`config.mk`:
```
export PLATFORM = sky130hd
export DESIGN_NAME = round_timer_flat
export DESIGN_NICKNAME = d
export VERILOG_FILES = /design/src/rtl/round_timer_pkg.sv /design/src/rtl/round_timer_if.sv /design/src/rtl/round_timer_tick_prescaler.sv /design/src/rtl/round_timer.sv /design/src/flat_wrapper.sv
export SDC_FILE = /design/constraint.sdc
export NUM_CORES = 1
export LEC_CHECK = 0
export CORE_AREA = 4 4 88 90
export CTS_CLUSTER_DIAMETER = 60
export DETAILED_ROUTE_END_ITERATION = 6
export DIE_AREA = 0 0 92 94
export GPL_TIMING_DRIVEN = 0
export SLEW_MARGIN = 30
export SYNTH_ARGS = -nofsm -noshare
export SYNTH_HDL_FRONTEND = slang
export SYNTH_SLANG_ARGS = --single-unit
```
`constraint.sdc`:
```
create_clock -name clk -period 2.3 [get_ports clk]
set_input_delay 0.46 -clock clk [delete_from_list [all_inputs] [get_ports clk]]
set_output_delay 0.46 -clock clk [all_outputs]
set_load 0.005 [all_outputs]
```
`src/rtl/round_timer_pkg.sv`:
```
// ============================================================================
// Module   : round_timer_pkg
// Purpose  : Shared state encoding and width helper for the round timer.
// Revision : 1.0 - initial release
// ============================================================================
`default_nettype none

package round_timer_pkg;

    typedef enum logic [1:0] {
        ST_IDLE   = 2'd0,
        ST_RUN    = 2'd1,
        ST_PAUSED = 2'd2,
        ST_DONE   = 2'd3
    } state_t;

    // Bits needed to hold 0..value-1; never less than one bit.
    function automatic int clog2(input int value);
        int bits;
        bits = 0;
        while ((1 << bits) < value) begin
            bits = bits + 1;
        end
        return (bits < 1) ? 1 : bits;
    endfunction

endpackage

`default_nettype wire

```
`src/rtl/round_timer_if.sv`:
```
// ============================================================================
// Module   : round_timer_if
// Purpose  : Control and status bundle between game controller and timer.
// Revision : 1.0 - initial release
// ============================================================================
`default_nettype none

interface round_timer_if #(
    parameter int TIMER_BITS = 6
) ();

    logic                  start;
    logic                  pause;
    logic                  load;
    logic [TIMER_BITS-1:0] load_value;
    logic [TIMER_BITS-1:0] current_time;
    logic                  running;
    logic                  warning;
    logic                  timer_done;
    logic                  done_pulse;

    modport master (
        output start, pause, load, load_value,
        input  current_time, running, warning, timer_done, done_pulse
    );

    modport slave (
        input  start, pause, load, load_value,
        output current_time, running, warning, timer_done, done_pulse
    );

endinterface

`default_nettype wire

```
`src/rtl/round_timer_tick_prescaler.sv`:
```
// ============================================================================
// Module   : tick_prescaler
// Purpose  : Divides clk by CLK_DIV, producing one tick per time unit.
// Revision : 1.0 - initial release
// ============================================================================
`default_nettype none

module tick_prescaler
    import round_timer_pkg::*;
#(
    parameter int CLK_DIV = 100_000_000
) (
    input  wire logic clk,
    input  wire logic reset,
    input  wire logic clear,
    input  wire logic count_en,
    output logic      tick
);

    localparam int CW = clog2(CLK_DIV);
    localparam logic [CW-1:0] LAST_M1 = CW'((CLK_DIV >= 2) ? (CLK_DIV - 2) : 0);
    localparam logic WRAP_AT_ZERO = (CLK_DIV <= 1);

    logic [CW-1:0] r_cnt;
    logic          r_wrap;

    // r_wrap is a registered copy of (r_cnt == CLK_DIV-1), so the tick
    // strobe comes straight from a flop and survives a pause unchanged.
    always_ff @(posedge clk) begin
        if (reset || clear) begin
            r_cnt  <= '0;
            r_wrap <= WRAP_AT_ZERO;
        end else if (count_en) begin
            if (r_wrap) begin
                r_cnt  <= '0;
                r_wrap <= WRAP_AT_ZERO;
            end else begin
                r_cnt  <= r_cnt + 1'b1;
                r_wrap <= (r_cnt == LAST_M1);
            end
        end
    end

    assign tick = r_wrap & count_en;

endmodule

`default_nettype wire

```
`src/rtl/round_timer.sv`:
```
// ============================================================================
// Module   : round_timer
// Purpose  : Round countdown timer with prescaler, pause, warning and reload.
// Revision : 1.0 - initial release
// ============================================================================
`default_nettype none

module round_timer
    import round_timer_pkg::*;
#(
    parameter int TIMER_BITS  = 6,
    parameter int MAX_TIME    = 30,
    parameter int WARN_TIME   = 5,
    parameter int CLK_DIV     = 100_000_000,
    parameter int AUTO_RELOAD = 0
) (
    input  wire logic    clk,
    input  wire logic    reset,
    round_timer_if.slave bus
);

    localparam logic [TIMER_BITS-1:0] MAX_VAL  = TIMER_BITS'(MAX_TIME);
    localparam logic [TIMER_BITS-1:0] WARN_VAL = TIMER_BITS'(WARN_TIME);
    localparam logic                  RELOAD   = (AUTO_RELOAD != 0);

    state_t                r_state;
    state_t                w_state_nxt;
    logic [TIMER_BITS-1:0] r_time;
    logic [TIMER_BITS-1:0] w_time_nxt;
    logic [TIMER_BITS-1:0] r_reload;
    logic [TIMER_BITS-1:0] w_reload_nxt;
    logic                  r_pulse;
    logic                  w_pulse_nxt;
    logic                  w_pre_clear;
    logic                  w_tick;
    logic [TIMER_BITS-1:0] w_load_val;

    tick_prescaler #(
        .CLK_DIV (CLK_DIV)
    ) u_prescaler (
        .clk      (clk),
        .reset    (reset),
        .clear    (w_pre_clear),
        .count_en (r_state == ST_RUN),
        .tick     (w_tick)
    );

    assign w_load_val = (bus.load_value == '0) ? MAX_VAL : bus.load_value;

    always_ff @(posedge clk) begin
        if (reset) begin
            r_state  <= ST_IDLE;
            r_time   <= MAX_VAL;
            r_reload <= MAX_VAL;
            r_pulse  <= 1'b0;
        end else begin
            r_state  <= w_state_nxt;
            r_time   <= w_time_nxt;
            r_reload <= w_reload_nxt;
            r_pulse  <= w_pulse_nxt;
        end
    end

    always_comb begin
        w_state_nxt  = r_state;
        w_time_nxt   = r_time;
        w_reload_nxt = r_reload;
        w_pulse_nxt  = 1'b0;
        w_pre_clear  = 1'b0;

        if (bus.load) begin
            w_reload_nxt = w_load_val;
            w_time_nxt   = w_load_val;
            w_state_nxt  = ST_IDLE;
            w_pre_clear  = 1'b1;
        end else begin
            case (r_state)
                ST_IDLE: begin
                    if (bus.start) begin
                        w_pre_clear = 1'b1;
                        w_state_nxt = bus.pause ? ST_PAUSED : ST_RUN;
                    end
                end
                ST_RUN: begin
                    // A tick landing with pause still counts; pause applies afterwards.
                    if (w_tick && (r_time != '0)) begin
                        if (r_time > 1) begin
                            w_time_nxt = r_time - 1'b1;
                        end else begin
                            w_pulse_nxt = 1'b1;
                            if (RELOAD) begin
                                w_time_nxt = r_reload;
                            end else begin
                                w_time_nxt  = '0;
                                w_state_nxt = ST_DONE;
                            end
                        end
                    end
                    if (bus.pause && (w_state_nxt == ST_RUN)) begin
                        w_state_nxt = ST_PAUSED;
                    end
                end
                ST_PAUSED: begin
                    if (!bus.pause) begin
                        w_state_nxt = ST_RUN;
                    end
                end
                ST_DONE: begin
                    if (bus.start) begin
                        w_time_nxt  = r_reload;
                        w_pre_clear = 1'b1;
                        w_state_nxt = ST_RUN;
                    end
                end
                default: begin
                    w_state_nxt = ST_IDLE;
                end
            endcase
        end
    end

    assign bus.current_time = r_time;
    assign bus.running      = (r_state == ST_RUN);
    assign bus.timer_done   = (r_state == ST_DONE);
    assign bus.done_pulse   = r_pulse;
    assign bus.warning      = ((r_state == ST_RUN) || (r_state == ST_PAUSED))
                              && (r_time != '0) && (r_time <= WARN_VAL);

endmodule

`default_nettype wire
```
`src/flat_wrapper.sv`:
```
// flat-port wrapper written by rule: the top's interface ports become plain ports
module round_timer_flat import round_timer_pkg::*;
#(
    parameter int TIMER_BITS  = 6,
    parameter int MAX_TIME    = 30,
    parameter int WARN_TIME   = 5,
    parameter int CLK_DIV     = 100_000_000,
    parameter int AUTO_RELOAD = 0
)
  (clk, reset, bus_start, bus_pause, bus_load, bus_load_value, bus_current_time, bus_running, bus_warning, bus_timer_done, bus_done_pulse);
  round_timer_if #(.TIMER_BITS(TIMER_BITS)) bus_i ();
  input  wire logic clk;
  input  wire logic reset;
  input wire logic [$bits(bus_i.start)-1:0] bus_start;
  input wire logic [$bits(bus_i.pause)-1:0] bus_pause;
  input wire logic [$bits(bus_i.load)-1:0] bus_load;
  input wire logic [$bits(bus_i.load_value)-1:0] bus_load_value;
  output wire logic [$bits(bus_i.current_time)-1:0] bus_current_time;
  output wire logic [$bits(bus_i.running)-1:0] bus_running;
  output wire logic [$bits(bus_i.warning)-1:0] bus_warning;
  output wire logic [$bits(bus_i.timer_done)-1:0] bus_timer_done;
  output wire logic [$bits(bus_i.done_pulse)-1:0] bus_done_pulse;
  assign bus_i.start = bus_start;
  assign bus_i.pause = bus_pause;
  assign bus_i.load = bus_load;
  assign bus_i.load_value = bus_load_value;
  assign bus_current_time = bus_i.current_time;
  assign bus_running = bus_i.running;
  assign bus_warning = bus_i.warning;
  assign bus_timer_done = bus_i.timer_done;
  assign bus_done_pulse = bus_i.done_pulse;
  round_timer #(.TIMER_BITS(TIMER_BITS), .MAX_TIME(MAX_TIME), .WARN_TIME(WARN_TIME), .CLK_DIV(CLK_DIV), .AUTO_RELOAD(AUTO_RELOAD)) u_core (.clk(clk), .reset(reset), .bus(bus_i));
endmodule
```
After elaboration in Yosys (flattened, before gate mapping)
Index checks and enable logic that the tools add are counted.
- $add $sub $neg: 2
- $mul: 0
- div/mod/pow operators: 0
- $lt $le $gt $ge: 2
- equal/unequal tests: 10
- shift-type cells: 0
- multiplexer cells: 22
- bitwise gates (word level): 3
- reductions and logical operators: 15
- operator list (operator ; count):
    6-bit two-way mux ; 5
    27-bit by 1-bit adder with 27-bit output, second input constant ; 1
    27-bit equality test, second input constant ; 1
    27-bit two-way mux ; 1
    2-bit two-way mux ; 9
    6-bit one-hot mux with 2 select lines ; 1
    2-bit one-hot mux with 4 select lines ; 1
    6-bit by 1-bit greater-than comparator with 1-bit output, second input constant ; 1
    6-bit by 3-bit less-or-equal comparator with 1-bit output, second input constant ; 1
    6-bit logical NOT ; 1
    2-bit != test, second input constant ; 3
    3-bit AND reduction ; 2
    6-bit nonzero test ; 1
    6-bit by 1-bit subtractor with 6-bit output, second input constant ; 1
    1-bit two-way mux ; 5
    2-bit by 1-bit equality test with 1-bit output, second input constant ; 2
    2-bit equality test, second input constant ; 2
    1-bit logical AND ; 4
    2-bit OR reduction ; 2
    4-bit OR reduction ; 1
    3-bit by 2-bit != test with 1-bit output, second input constant ; 1
    3-bit != test, second input constant ; 1
    3-bit nonzero test ; 1
    2-bit logical NOT ; 1
    other kinds (3) ; 5
- bits in registers: 43
- latch bits: 0
- bits in writable memories: 0
- ROM bits: 0
- output and inout port bits: 10
- logic and storage cells: 60
- memories: 0

Logic depth before layout (Yosys ltp)
- depth in word-level cells: 10
- depth in mapped cells: 9

Modules after synthesis
A second synthesis with hierarchy kept.
- cell total of the unflattened synthesis: 284
- area total of the unflattened synthesis: 2378.5 um^2
- by module, submodules not included (module ; times used ; cells each ; area an instance (um^2)):
    tick_prescaler ; 1 ; 162 ; 1368.8
    round_timer ; 1 ; 122 ; 1009.7

Least setup slack after synthesis
Ideal clock, no wire load.
- path kind: register to register
- start point: register u_core.r_state[1]
- end point: register u_core.r_time[4] (netlist: u_core.bus.current_time[4])
- arrival time: 1801 ps
- slack: 377 ps
- stages on the path, launching flop included: 8
- cell sequence: dfxtp_1 inv_1 ha_1 buf_2 mux2i_1 a311o_2 a22o_1 a221o_1
- longest elaborated chain between the ends: 5
- ends and longest elaborated chain (element ; RTL line ; RTL):
    start: declaration ; round_timer.sv:26 ; state_t r_state;
    start signal: assignment ; round_timer.sv:57 ; r_state <= w_state_nxt;
    2-bit by 1-bit equality test with 1-bit output * ; n/a ;
    named net bus_running ; flat_wrapper.sv:19 ; output wire logic [$bits(bus_i.running)-1:0] bus_running;
    1-bit AND ; round_timer_tick_prescaler.sv:44 ; assign tick = r_wrap & count_en;
    1-bit logical AND ; round_timer.sv:86 ; if (w_tick && (r_time != '0)) begin
    3-bit by 2-bit != test with 1-bit output (no source line) ; n/a ;
    3-bit AND reduction (no source line) ; n/a ;
    end signal: assignment ; round_timer.sv:58 ; r_time <= w_time_nxt;
    end: declaration ; round_timer.sv:28 ; logic [TIMER_BITS-1:0] r_time;
Mark *: on every way through the listed nets, which the timed path passes. The rest lies on a longest branch.
A chain may end at the register's enable or synchronous reset.

Worst setup path after layout
- start point: input port bus_start
- end point: register u_core.u_prescaler.r_cnt[20]
- longest elaborated chain between the ends: 4
- ends and longest elaborated chain (element ; RTL line ; RTL):
    start: declaration ; flat_wrapper.sv:14 ; input wire logic [$bits(bus_i.start)-1:0] bus_start;
    1-bit two-way mux ; round_timer.sv:79, round_timer.sv:109 ;
    1-bit two-way mux ; n/a ;
    1-bit two-way mux ; round_timer.sv:71 ; if (bus.load) begin
    1-bit logical OR ; round_timer_tick_prescaler.sv:30 ; if (reset || clear) begin
    end signal: assignment ; round_timer_tick_prescaler.sv:38 ; r_cnt <= r_cnt + 1'b1;
    end: declaration ; round_timer_tick_prescaler.sv:24 ; logic [CW-1:0] r_cnt;
Every way passes these cells.

==> results.py <==
metrics = {
    "status": {
        "status": "finished, final reports clean",
    },
    "placed_design": {
        "numPortBuffers": 18,
        "place_congestion": 0.8548,
        "place_ws_ns": -0.1028,
        "place_hpwl_mm": 4.006,
    },
    "logic_synthesis": {
        "synth-edff-count": 0,
        "synthFlopType": "dfxtp_1",
        "synth.cell_area_sq_um": 2371,
        "synthDominantCellAreaShare_pct": 36.31,
        "seq_area_frac_synth_pct": 36.31,
        "synth.net_count": 306,
        "synth_cell_type_count": 53,
        "ys_warn_count": 0,
        "synthArstFlopShare_pct": 0,
        "synth_area_leaders": "dfxtp_1, nor2_1, ha_1",
        "synth.avg_cell_area_sq_um": 8.319,
        "postSynthCellCount": 285,
        "ys_seq_elements": 43,
        "post-synth-top-area-cell": "dfxtp_1",
    },
    "timing": {
        "fin_worst_skew_ns": 0.01293,
        "timing.final.ws_setup_ns": 0.1928,
        "rsz0062_at_grt": "no",
        "finalHoldViolCount": 0,
        "holdWs_ns": 0.4743,
        "worst_pin_slew_ns": 0.5301,
        "min_period_ns": 2.107,
        "slew_viol_final": 0,
        "fmax_mhz": 474.6,
        "setup_viol": 0,
        "post-route-period-util_pct": 91.62,
        "relSlewSlack_pct": 64.66,
    },
    "final_layout": {
        "drive_gt1_share_pct": 11.18,
        "num_antenna_cells": 0,
        "nets": 334,
        "syn2layout_area_growth_pct": 18.68,
    },
    "critical_path": {
        "crit_type": "primary input to flop",
        "end_kind": "flop",
        "cp_max_fo": 10,
        "arrival_ns": 2.29,
        "start_kind": "primary input",
        "crit_required_ns": 2.48,
    },
    "grt": {
        "grt_max_degree": 13,
        "grt_first_pass_wirelength_mm": 9.984,
        "grt_usage_pct": 14.19,
        "grt_pass1_vias": 2140,
        "antenna_found_initial": 0,
        "grt.overflow.total": 0,
    },
    "routing": {
        "vias": 2126,
        "avgRoutedWirePerCell_microns": 13.68,
        "avgViaCountPerCell": 5.160,
        "postRouteWirelength_mm": 5.637,
        "firstDrtPassIters": 4,
        "antenna_left": 0,
        "drc": 0,
        "drtIter0Drc": 119,
    },
    "die": {
        "die_area_sq_um": 8648,
        "die_w_microns": 92,
        "coreArea_sq_um": 7059,
        "start_util_pct": 33.59,
        "rows": 31,
        "io_pins": 21,
        "die_y_microns": 94,
    },
    "power_and_ir_drop": {
        "power_frac_comb_pct": 12.1,
        "p_switching_w": 0.0003802,
        "leakage_nw": 0.9643,
        "peakVddDrop_mv": 0.2610,
        "p_sw_share_pct": 26.03,
        "finalPower_w": 0.001461,
        "power_density_nw_per_um2": 519.1,
        "p_seq_share_pct": 53.5,
        "internal-power_w": 0.001081,
        "clkPwrFrac_pct": 34.3,
    },
    "clocking": {
        "cts_hold_buf": 0,
        "cts_buffers": 5,
        "clk_pin_slew_ns": 0.08,
        "htreeDepth": 2,
        "cts-root-buf": "clkbuf_8",
        "cts_sinks": 43,
        "worstSkewPairLatency_ns": 0.30,
        "cts_tree": "yes",
        "clk_path_buf_depth": 2,
    },
    "hold_path": {
        "hold_class": "flop to flop",
    },
    "flow_run": {
        "maxCapViolations": 0,
    },
}
[cell usage after synthesis, types with 2 or more instances]
| library cell | count |
|---|---|
| a211o_1 | 3 |
| a21oi_1 | 12 |
| a221oi_1 | 2 |
| a311oi_1 | 3 |
| a31oi_1 | 3 |
| and3_1 | 6 |
| and4_1 | 2 |
| buf_2 | 4 |
| clkbuf_1 | 6 |
| dfxtp_1 | 43 |
| ha_1 | 10 |
| inv_1 | 15 |
| mux2i_1 | 3 |
| nand2_1 | 19 |
| nand2b_1 | 2 |
| nand3_1 | 5 |
| nand4_1 | 10 |
| nor2_1 | 40 |
| nor3_1 | 16 |
| nor4_1 | 4 |
| nor4_2 | 2 |
| nor4b_1 | 2 |
| o21a_1 | 2 |
| o21ai_0 | 17 |
| o21bai_1 | 3 |
| or3_1 | 4 |
| xnor2_1 | 12 |
| xor2_1 | 10 |
[layout make-up]
type | instances | area (sq um)
Buffer | 13 | 67.56
Clock buffer | 6 | 82.58
Clock inverter | 1 | 5.005
Fill cell | 747 | 4245
Inverter | 15 | 56.30
Multi-Input combinational cell | 214 | 1404
Sequential cell | 43 | 869.6
Tap cell | 99 | 123.9
Timing Repair Buffer | 21 | 205.2
[critical path: stages]
cell,delay [ns]
clkdlybuf4s50_1,0.61
inv_1,0.06
o21ai_0,0.36
a21o_1,0.13
clkbuf_1,0.30
buf_2,0.30
nor2_1,0.07
[state kept, by name, summed over array words and instances, names as in the netlist]
signal	cells
u_core.bus.current_time	6
u_core.r_reload	6
u_core.r_state	2
u_core.u_prescaler.r_wrap	1
u_core.bus.done_pulse	1
u_core.u_prescaler.r_cnt	27
[logic make-up (layout without fill, tap and decap cells)]
| kind of cell | count (synthesis) | in the layout | share of synthesized area [%] |
|---|---|---|---|
| mux | 3 | 3 | 1.267 |
| fa+ha+maj | 10 | 10 | 5.277 |
| buf+inv | 28 | 56 | 5.118 |
| flops | 43 | 43 | 36.31 |
| xor+xnor | 22 | 22 | 8.126 |
| compound gates | 57 | 57 | 16.57 |
| simple gates | 122 | 122 | 27.34 |
[routing by layer]
layer  part of all wire [%]  vias up  global-route usage [%]  routed length [microns]
met5                      0        -                       0                        0
met4                    1.2        0                   5.074                       70
met3                    5.2        7                   4.006                      292
met2                     45       48                   23.05                     2519
met1                     49      997                   17.96                     2755
li1                       -     1074                       -                        -
[path summary, 6_finish.rpt]
check	end	from	slack, ns	cells past startpoint
max reg2reg	u_core.bus.current_time[4]$_SDFFE_PP1P_	u_core.r_state[1]$_SDFFE_PP0P_	0.20	7
min reg2reg	u_core.r_reload[1]$_SDFFE_PP1P_	u_core.r_reload[1]$_SDFFE_PP1P_	0.47	1
min	u_core.r_reload[1]$_SDFFE_PP1P_	u_core.r_reload[1]$_SDFFE_PP1P_	0.47	1
max	u_core.u_prescaler.r_cnt[20]$_SDFFE_PP0N_	bus_start	0.19	7
[layout by cell type, fill, tap and decap left out, types with 3 or more instances in the layout]
cell type | netlist | routed
nor2_1 | 40 | 40
dfxtp_1 | 43 | 40
nand2_1 | 19 | 19
clkdlybuf4s50_1 | 0 | 17
inv_1 | 15 | 15
o21ai_0 | 17 | 15
nor3_1 | 16 | 15
xnor2_1 | 12 | 12
a21oi_1 | 12 | 12
nand4_1 | 10 | 10
xor2_1 | 10 | 10
and3_1 | 6 | 6
clkbuf_1 | 6 | 6
ha_1 | 10 | 6
clkbuf_8 | 0 | 6
nand3_1 | 5 | 5
buf_4 | 1 | 4
nor4_1 | 4 | 4
or3_1 | 4 | 4
ha_2 | 0 | 4
buf_2 | 4 | 3
mux2i_1 | 3 | 3
o21bai_1 | 3 | 3
a211o_1 | 3 | 3
a31oi_1 | 3 | 3
a311oi_1 | 3 | 3
[metrics by stage]
stage	area (sq um)	util, %	TNS, ns	cells
final	2814	39.86	0	412
after global routing	2814	39.86	0	412
after CTS	2783	39.42	0	411
after detailed placement	2675	37.89	-1.962	402
after global placement	2675	37.89	-1.915	402
after floorplan	2371	-	0	285
[what timing repair did]
action | 4_1_cts | 5_1_grt
cloned | 0 | 0
setup buffers | 2 | 1
gates resized for setup | 3 | 11
pin swaps | 0 | 1
setup endpoints to repair | 1 | 15
[power by group through the flow]
stage,sequential (W),clock [W],combinational [W]
2_1_floorplan,0.000794,0,0.000101
3_3_place_gp,0.000799,0,0.000165
5_1_grt,0.000785,0.000556,0.000200
6_report,0.000782,0.000501,0.000177
3_5_place_dp,0.000799,0,0.000167
4_1_cts,0.000781,0.000515,0.000172
No activity file was read; power rests on OpenSTA's default activity.
